`src/rtl/urt_cmd_pkg.sv`:
```
// Shared types and constants for the UART command parser.
// crc8_07 is only referenced when URT_CMD_CRC8_EN is defined.
package urt_cmd_pkg;

  typedef enum logic [2:0] {
    IDLE,
    SYN1,
    CMD,
    CH,
    ITEM,
    DATA,
    CHK,
    OUT
  } state_t;

  localparam logic [2:0] ERR_CMD  = 3'd1;
  localparam logic [2:0] ERR_CH   = 3'd2;
  localparam logic [2:0] ERR_ITEM = 3'd3;
  localparam logic [2:0] ERR_CHK  = 3'd4;
  localparam logic [2:0] ERR_TMO  = 3'd5;

  localparam logic [15:0] DEF_SYN_CODE = 16'hACAC;
  localparam logic [7:0]  DEF_WR_CMD   = 8'h55;
  localparam logic [7:0]  DEF_RD_CMD   = 8'hAA;

  // CRC-8, poly 0x07, MSB-first, one byte per call.
  function automatic logic [7:0] crc8_07(input logic [7:0] crc, input logic [7:0] data);
    logic [7:0] c;
    c = crc ^ data;
    for (int i = 0; i < 8; i++) begin
      c = c[7] ? ((c << 1) ^ 8'h07) : (c << 1);
    end
    return c;
  endfunction

endpackage

```
`src/rtl/urt_byte_fetch.sv`:
```
// Pops the rx FIFO at most once every two cycles and presents the
// returned byte as a one-cycle byte_vld strobe.
module urt_byte_fetch (
  input  logic       clk,
  input  logic       rst,
  input  logic       stall,
  input  logic       empty,
  input  logic [7:0] rd_dat,
  output logic       rd_en,
  output logic       byte_vld,
  output logic [7:0] byte_dat
);

  logic in_flight;

  // A pop is only issued when no earlier pop is still awaiting its data.
  assign rd_en    = !empty && !stall && !in_flight;
  assign byte_vld = in_flight;
  assign byte_dat = rd_dat;

  always_ff @(posedge clk or posedge rst) begin
    if (rst) begin
      in_flight <= 1'b0;
    end else begin
      in_flight <= rd_en;
    end
  end

endmodule

```
`src/rtl/urt_cmd_parser.sv`:
```
// Sync hunt + write/read command packet parser with checksum and timeout.
// Define URT_CMD_CRC8_EN to check a CRC-8 (poly 0x07) instead of the XOR sum.
module urt_cmd_parser
  import urt_cmd_pkg::*;
#(
  parameter int          NUM_CH      = 2,
  parameter int          NUM_ITEM    = 11,
  parameter int          DATA_BYTES  = 4,
  parameter logic [15:0] SYN_CODE    = DEF_SYN_CODE,
  parameter logic [7:0]  WR_CMD      = DEF_WR_CMD,
  parameter logic [7:0]  RD_CMD      = DEF_RD_CMD,
  parameter int          TIMEOUT_CYC = 1_000_000,
  localparam int         CW = (NUM_CH > 1) ? $clog2(NUM_CH) : 1,
  localparam int         IW = (NUM_ITEM > 1) ? $clog2(NUM_ITEM) : 1,
  localparam int         DW = 8 * DATA_BYTES
) (
  input  logic          clk_100m,
  input  logic          rst_100m,
  output logic          o_urtrx_rd_en,
  input  logic [7:0]    i_urtrx_rd_dat,
  input  logic          i_urtrx_empty,
  output logic          o_cmd_vld,
  input  logic          i_cmd_rdy,
  output logic          o_cmd_wr,
  output logic [CW-1:0] o_cmd_ch,
  output logic [IW-1:0] o_cmd_item,
  output logic [DW-1:0] o_cmd_dat,
  output logic          o_err_pls,
  output logic [2:0]    o_err_code,
  output logic [15:0]   o_err_cnt
);

  localparam int TW = (TIMEOUT_CYC > 1) ? $clog2(TIMEOUT_CYC) : 1;
  localparam logic [TW-1:0] TMO_LAST = TW'(TIMEOUT_CYC - 1);
  localparam logic [7:0] SYN_HI = SYN_CODE[15:8];
  localparam logic [7:0] SYN_LO = SYN_CODE[7:0];

  state_t          state;
  logic [TW-1:0]   tmo_cnt;
  logic            byte_vld;
  logic [7:0]      byte_dat;
  logic            wr_q;
  logic [CW-1:0]   ch_q;
  logic [IW-1:0]   item_q;
  logic [DW-1:0]   dat_q;
  logic [2:0]      dcnt;
  logic [7:0]      chk_acc;
  logic            tmo_run;
  logic            tmo_hit;
  logic            err_hit;
  logic [2:0]      err_sel;

  function automatic logic [7:0] chk_step(input logic [7:0] acc, input logic [7:0] b);
`ifdef URT_CMD_CRC8_EN
    return crc8_07(acc, b);
`else
    return acc ^ b;
`endif
  endfunction

  urt_byte_fetch u_fetch (
    .clk      (clk_100m),
    .rst      (rst_100m),
    .stall    (state == OUT),
    .empty    (i_urtrx_empty),
    .rd_dat   (i_urtrx_rd_dat),
    .rd_en    (o_urtrx_rd_en),
    .byte_vld (byte_vld),
    .byte_dat (byte_dat)
  );

  assign tmo_run = (state != IDLE) && (state != OUT);
  assign tmo_hit = tmo_run && (tmo_cnt == TMO_LAST);

  // Error decode; a timeout masks whatever byte arrives in the same cycle.
  always_comb begin
    err_hit = 1'b0;
    err_sel = 3'd0;
    if (tmo_hit) begin
      err_hit = 1'b1;
      err_sel = ERR_TMO;
    end else if (byte_vld) begin
      case (state)
        CMD: if (byte_dat != WR_CMD && byte_dat != RD_CMD) begin
          err_hit = 1'b1;
          err_sel = ERR_CMD;
        end
        CH: if ({24'd0, byte_dat} >= 32'(NUM_CH)) begin
          err_hit = 1'b1;
          err_sel = ERR_CH;
        end
        ITEM: if ({24'd0, byte_dat} >= 32'(NUM_ITEM)) begin
          err_hit = 1'b1;
          err_sel = ERR_ITEM;
        end
        CHK: if (byte_dat != chk_acc) begin
          err_hit = 1'b1;
          err_sel = ERR_CHK;
        end
        default: ;
      endcase
    end
  end

  always_ff @(posedge clk_100m or posedge rst_100m) begin
    if (rst_100m) begin
      state      <= IDLE;
      tmo_cnt    <= '0;
      wr_q       <= 1'b0;
      ch_q       <= '0;
      item_q     <= '0;
      dat_q      <= '0;
      dcnt       <= 3'd0;
      chk_acc    <= 8'd0;
      o_cmd_vld  <= 1'b0;
      o_cmd_wr   <= 1'b0;
      o_cmd_ch   <= '0;
      o_cmd_item <= '0;
      o_cmd_dat  <= '0;
    end else if (tmo_hit) begin
      state   <= IDLE;
      tmo_cnt <= '0;
    end else begin
      if (byte_vld || !tmo_run) begin
        tmo_cnt <= '0;
      end else begin
        tmo_cnt <= tmo_cnt + TW'(1);
      end
      case (state)
        IDLE: if (byte_vld && byte_dat == SYN_HI) state <= SYN1;
        SYN1: if (byte_vld) begin
          if (byte_dat == SYN_LO)      state <= CMD;
          else if (byte_dat == SYN_HI) state <= SYN1;
          else                         state <= IDLE;
        end
        CMD: if (byte_vld) begin
          if (err_hit) begin
            state <= IDLE;
          end else begin
            wr_q    <= (byte_dat == WR_CMD);
            dat_q   <= '0;
            chk_acc <= chk_step(8'd0, byte_dat);
            state   <= CH;
          end
        end
        CH: if (byte_vld) begin
          if (err_hit) begin
            state <= IDLE;
          end else begin
            ch_q    <= byte_dat[CW-1:0];
            chk_acc <= chk_step(chk_acc, byte_dat);
            state   <= ITEM;
          end
        end
        ITEM: if (byte_vld) begin
          if (err_hit) begin
            state <= IDLE;
          end else begin
            item_q  <= byte_dat[IW-1:0];
            chk_acc <= chk_step(chk_acc, byte_dat);
            dcnt    <= 3'd0;
            state   <= wr_q ? DATA : CHK;
          end
        end
        DATA: if (byte_vld) begin
          dat_q   <= (dat_q << 8) | DW'(byte_dat);
          chk_acc <= chk_step(chk_acc, byte_dat);
          if (dcnt == 3'(DATA_BYTES - 1)) state <= CHK;
          else                            dcnt <= dcnt + 3'd1;
        end
        CHK: if (byte_vld) begin
          if (err_hit) begin
            state <= IDLE;
          end else begin
            o_cmd_vld  <= 1'b1;
            o_cmd_wr   <= wr_q;
            o_cmd_ch   <= ch_q;
            o_cmd_item <= item_q;
            o_cmd_dat  <= dat_q;
            state      <= OUT;
          end
        end
        OUT: if (i_cmd_rdy) begin
          o_cmd_vld <= 1'b0;
          state     <= IDLE;
        end
        default: state <= IDLE;
      endcase
    end
  end

  always_ff @(posedge clk_100m or posedge rst_100m) begin
    if (rst_100m) begin
      o_err_pls  <= 1'b0;
      o_err_code <= 3'd0;
      o_err_cnt  <= 16'd0;
    end else begin
      o_err_pls <= err_hit;
      if (err_hit) begin
        o_err_code <= err_sel;
        if (o_err_cnt != 16'hFFFF) o_err_cnt <= o_err_cnt + 16'd1;
      end
    end
  end

endmodule

```
`config.mk`:
```
export PLATFORM = sky130hd
export DESIGN_NAME = urt_cmd_parser
export DESIGN_NICKNAME = d
export VERILOG_FILES = /design/src/rtl/urt_cmd_pkg.sv /design/src/rtl/urt_byte_fetch.sv /design/src/rtl/urt_cmd_parser.sv
export SDC_FILE = /design/constraint.sdc
export NUM_CORES = 1
export LEC_CHECK = 0
export CORE_ASPECT_RATIO = 0.8
export CORE_MARGIN = 2
export CORE_UTILIZATION = 35
export CTS_CLUSTER_DIAMETER = 30
export DETAILED_ROUTE_END_ITERATION = 8
export DONT_BUFFER_PORTS = 1
export GPL_TIMING_DRIVEN = 1
export RECOVER_POWER = 50
export SYNTH_ARGS = -nofsm -noshare
export SYNTH_HDL_FRONTEND = slang
export SYNTH_SLANG_ARGS = --single-unit
```
`constraint.sdc`:
```
create_clock -name clk_100m -period 6.1 [get_ports clk_100m]
set_clock_uncertainty 0.1 [all_clocks]
set_input_delay 0.915 -clock clk_100m [delete_from_list [all_inputs] [get_ports clk_100m]]
set_output_delay 0.915 -clock clk_100m [all_outputs]
set_load 0.01 [all_outputs]
```
* Yosys cells after proc, flatten, opt, wreduce, memory -nomap -nowiden
Index checks and enable logic that the tools add are counted.
** Cells by class
- Add/subtract/negate cells :: 3
- $lt $le $gt $ge :: 2
- Equal/unequal tests :: 36
- Muxes and demuxes :: 52
- Bitwise operators :: 4
- Reductions and logical operators :: 28
** Operators by type and width (count)
- $mux W32 :: 3
- $pmux W32 S2 :: 1
- $mux W3 :: 20
- $mux W20 :: 2
- $mux W8 :: 5
- $or A32 B8 Y32 :: 1
- $pmux W3 S8 :: 1
- $pmux W8 S3 :: 1
- $add A20 B1 Y20 const B :: 1
- $eq A20 B20 Y1 const B :: 1
- $ne A3 B2 Y1 const B :: 6
- $add A16 B1 Y16 const B :: 1
- $ne A16 B16 Y1 const B :: 1
- $reduce_and A4 Y1 :: 4
- $eq A3 B3 Y1 const B :: 4
- $ne A2 B2 Y1 const B :: 6
- $ne A3 B3 Y1 const B :: 4
- $pmux W3 S4 :: 1
- $mux W1 :: 10
- $mux W2 :: 5
- $ne A2 B1 Y1 const B :: 5
- $reduce_and A5 Y1 :: 2
- $eq A3 B2 Y1 const B :: 3
- $reduce_and A9 Y1 :: 1
- other kinds (24) :: 36
** Storage, ports and cells
- Register bits :: 132
- Output and inout port bits :: 60
- Logic and storage cells :: 142

* Depth between registers and ports, before layout
- Depth in word-level cells :: 10
- Mapped depth :: 10
- Gate-level depth less buffers :: 8

* By module
From an unflattened synthesis, not the netlist that was laid out.
** Unflattened totals
- Cell total of the unflattened synthesis :: 534
- Area total of the unflattened synthesis :: 6175.9 sq um
** By module, submodules not included
- urt_cmd_parser :: instances 1, cells each 523, area an instance 6077.1 sq um, sequential area each 3278.1 sq um
- urt_byte_fetch :: instances 1, cells each 11, area an instance 98.8 sq um, sequential area each 25.0 sq um

* Worst setup path after synthesis
Ideal clock, no wire load.
- Path type :: input-to-reg
- From :: input port i_urtrx_rd_dat[4]
- To :: register o_cmd_ch
- Setup time :: 0.125 ns
- Data arrival time :: 3.161 ns
- Required time :: 5.875 ns
- Slack :: 2.713 ns
- Stages on the path :: 9
- Cells stage by stage :: buf_2 or2_1 or4b_4 a211o_1 a211oi_4 nand2b_1 buf_4 buf_6 mux2_4
** On the way
- Word-level cells in the longest chain between the ends :: 8
** Ends and longest elaborated chain
- start, declared :: RTL line urt_cmd_parser.sv:20 : input logic [7:0] i_urtrx_rd_dat,
- parallel branches: the longest is 3 deep, another holds $ge A8 B4 Y1
- $pmux W1 S4 (*) :: RTL line urt_cmd_parser.sv:83 : case (state)
- $mux W1 (*) :: RTL line urt_cmd_parser.sv:82 : end else if (byte_vld) begin
- $mux W1 (*) :: RTL line urt_cmd_parser.sv:79 : if (tmo_hit) begin
- $not A1 Y1 (no source line) (*)
- $reduce_and A4 Y1 (no source line) (*)
- end signal, assigned :: RTL line urt_cmd_parser.sv:177 : o_cmd_ch <= ch_q;
- end, declared :: RTL line urt_cmd_parser.sv:25 : output logic [CW-1:0] o_cmd_ch,
Mark *: on every way between the ends.
A chain may end at the register's enable or synchronous reset.

==> impl_metrics.py <==
metrics = {
    "detailed_routing": {
        "route.detailed.drc": 0,
        "dr.first_iter.drc_count": 230,
        "drt-total-wl_um": 13300,
        "vias_per_cell": 5.41,
        "vias": 4127,
        "wire_per_inst_um": 17.5,
        "ant_nets": 0,
        "dr.pass1.iters": 4,
    },
    "clock_tree": {
        "cts_buffer_depth": 2,
        "cts_setup_buffers": 0,
        "cts_resized": 0,
        "clk_pin_slew_worst_paths_ns": 0.06,
        "clock_latency_ns": 0.42,
        "cts-hold-fix-buffers": 0,
        "numCtsBuffers": 17,
        "clkSinkCount": 132,
        "clock-root-buffer": "clkbuf_16",
        "htree_levels": 4,
        "tritoncts": "done",
    },
    "place": {
        "finalWeightedCongestion": 0.837,
        "place_ws_ns": 2.03,
        "detailed_place_hpwl_um": 8910,
        "place_area_um2": 6330,
        "portBuffers": 0,
    },
    "critical_path": {
        "cp.required_ns": 6.31,
        "end_kind": "asynchronous set/reset pin",
        "cp_slowest_stage_delay_ns": 1.82,
        "slowest_stage": "clkinvlp_2",
        "critical-path-top-delay-family": "buffers and inverters",
        "path_cells": "clkinvlp_2 -> clkbuf_2",
        "worstSetupStartpointType": "primary input",
        "path_buf_inv": 2,
        "arrival_ns": 4.05,
        "critPathMaxFanout": 77,
        "crit_type": "in2async",
    },
    "synthesis": {
        "synth_warnings": 0,
        "synth_seq_cells": 132,
        "yosys.area.top_type": "dfrtp_1",
        "avgSynthCellArea_um2": 11.5,
        "synth_fp_nets": 552,
        "synth.distinct_cells": 65,
        "synth.cell_area_um2": 6160,
        "synth_sequential_area_ratio_pct": 53.6,
        "synthCells": 536,
        "synth_top_area_share_pct": 53.6,
        "synth_edf_count": 0,
        "async_flop_share_pct": 100,
        "synth_ff_type": "dfrtp_1",
        "synthTopCellsByArea": "dfrtp_1 54%, a22o_1 5.1%, mux2_4 4.9%",
    },
    "layout": {
        "final_cell_mix": "132 x dfrtp_1, 36 x a22o_1, 35 x nand2_1, 31 x nor2_1, 31 x xor2_1",
        "layout_commonest_cell": "dfrtp_1",
        "seqCellArea_um2": 3300,
        "stdcell_area_um2": 6890,
        "antenna-diode-count": 0,
        "nets": 541,
        "multiInputGateArea_um2": 2650,
        "drive_above_1_share_pct": 17.8,
        "fillerInstances": 1567,
        "areaGrowthSynthToFinish_pct": 11.8,
    },
    "global_route": {
        "use_met3_pct": 6.07,
        "antenna_found_initial": 0,
        "grt_max_degree": 78,
        "grt_pass1_wl_um": 21800,
        "gr-max-usage-layer": "met2",
        "track_usage_pct": 14.9,
        "met2_usage_pct": 20.9,
        "use_met1_pct": 20.4,
        "overflow": 0,
        "first_global_vias": 4045,
    },
    "floorplan": {
        "ioPinCount": 72,
        "dieArea_um2": 18700,
        "core_area_um2": 17300,
        "die_h_um": 123,
        "initial_core_util_pct": 35.7,
        "num_rows": 43,
        "fp.dieW_um": 152,
    },
    "sta": {
        "rsz0062_at_grt": "false",
        "fin_crit_ns": 3.85,
        "setup_slack_ns": 2.25,
        "maxSlewHeadroom_pct": -121,
        "slew_viol_final": 78,
        "finalHoldViolCount": 0,
        "worstMarginPinSlew_ns": 3.29,
        "max_clock_freq_mhz": 260,
        "fin_crit_sh_pct": 63.1,
        "finalSetupViolations": 0,
        "fin_setup_tns_ns": 0,
    },
    "power": {
        "power-per-cell-area_nw_per_um2": 463,
        "swShare_pct": 35.1,
        "intPower_uw": 2070,
        "worst_ir_drop_vdd_mv": 0.191,
        "p_seq_share_pct": 44.9,
        "p_comb_share_pct": 24.8,
        "power.leakage_uw": 0.00302,
        "p_clk_share_pct": 30.4,
        "p_sw_uw": 1120,
    },
    "status": {
        "violations": "capacitance limit, slew limit",
        "status": "finished, violations left",
    },
    "flow_run": {
        "drv_cap": 1,
    },
    "hold_path": {
        "hold_class": "reg2reg",
    },
}
-- cell usage after synthesis (2+ instances only) --
master,count
or2_2,2
and3_1,7
nand2b_1,4
or3_1,2
a21oi_1,19
o211ai_1,2
buf_6,2
mux2_2,24
mux2_4,20
o21ai_0,12
a2111oi_0,2
a211o_1,3
a31oi_1,2
or3b_2,2
nor2_1,31
and4_1,2
a211oi_1,3
buf_2,7
nor4_1,7
nand2_1,35
dfrtp_1,132
a221oi_1,2
a2bb2oi_1,6
xor2_1,31
nand4_1,11
nor3_1,19
xnor2_1,10
or4b_2,2
o2111ai_1,2
a22o_1,36
nor2b_1,5
o22ai_1,2
ha_1,4
nand3_1,19
clkbuf_1,23
inv_1,14
or4bb_1,2
-- power groups by stage --
stage	clock, uW	combinational (uW)	sequential, uW
after floorplan	0	712	1330
final	969	790	1430
after CTS	991	790	1430
after detailed placement	0	789	1450
after global placement	0	764	1440
after global routing	1040	879	1470
-- final cells by class --
type                            instances  area share, %
Timing Repair Buffer                    4          0.400
Inverter                               15          0.836
Clock buffer                           19           6.43
Tap cell                              225           4.09
Multi-Input combinational cell        355           38.5
Clock inverter                         13           1.78
Sequential cell                       132           48.0
-- cell families (layout without fill, tap and decap cells) --
logic type,Yosys count,after routing,synth area share (%)
buf+inv,49,51,3.43
compound gates,101,101,12.4
fa+ha+maj,4,4,0.813
xor+xnor,41,41,5.83
mux,44,44,9.26
simple gates,165,165,14.7
flops,132,132,53.6
-- sequential cells by signal (all words and copies together), names as in the netlist, 3 cells and up --
register,count
chk_acc,8
dcnt,3
o_err_cnt,16
item_q,4
dat_q,32
o_cmd_item,4
tmo_cnt,20
o_cmd_dat,32
state,3
o_err_code,3
-- path summary, 6_finish.rpt --
path,start,end,slack (ns),cells after the start
max reg2reg,state[0],o_cmd_dat[25],2.35,7
min in group asynchronous,rst_100m,o_err_pls,1.23,1
min reg2reg,dat_q[29],dat_q[29],0.40,1
max in group clk_100m,state[0],o_cmd_dat[25],2.35,7
max,rst_100m,dat_q[3],2.25,2
min,dat_q[29],dat_q[29],0.40,1
-- layer usage --
| metal | up-vias | wire length, um | share of wire [%] |
|---|---|---|---|
| met2 | 122 | 5830 | 44 |
| met3 | 16 | 982 | 7.4 |
| met1 | 2069 | 6300 | 47 |
| met5 | - | 0 | 0 |
| li1 | 1920 | - | - |
| met4 | 0 | 211 | 1.6 |
-- per-stage QoR --
stage	util [%]	std cells	hold WS (ns)	total power [uW]
finish	39.9	763	0.396	3190
global route	39.9	763	0.414	3390
CTS	39.9	763	0.398	3220
detailed placement	36.6	731	0.382	2230
global placement	36.6	731	0.373	2200
floorplan	-	536	0.355	2040
Power figures use the tool's default switching activity.
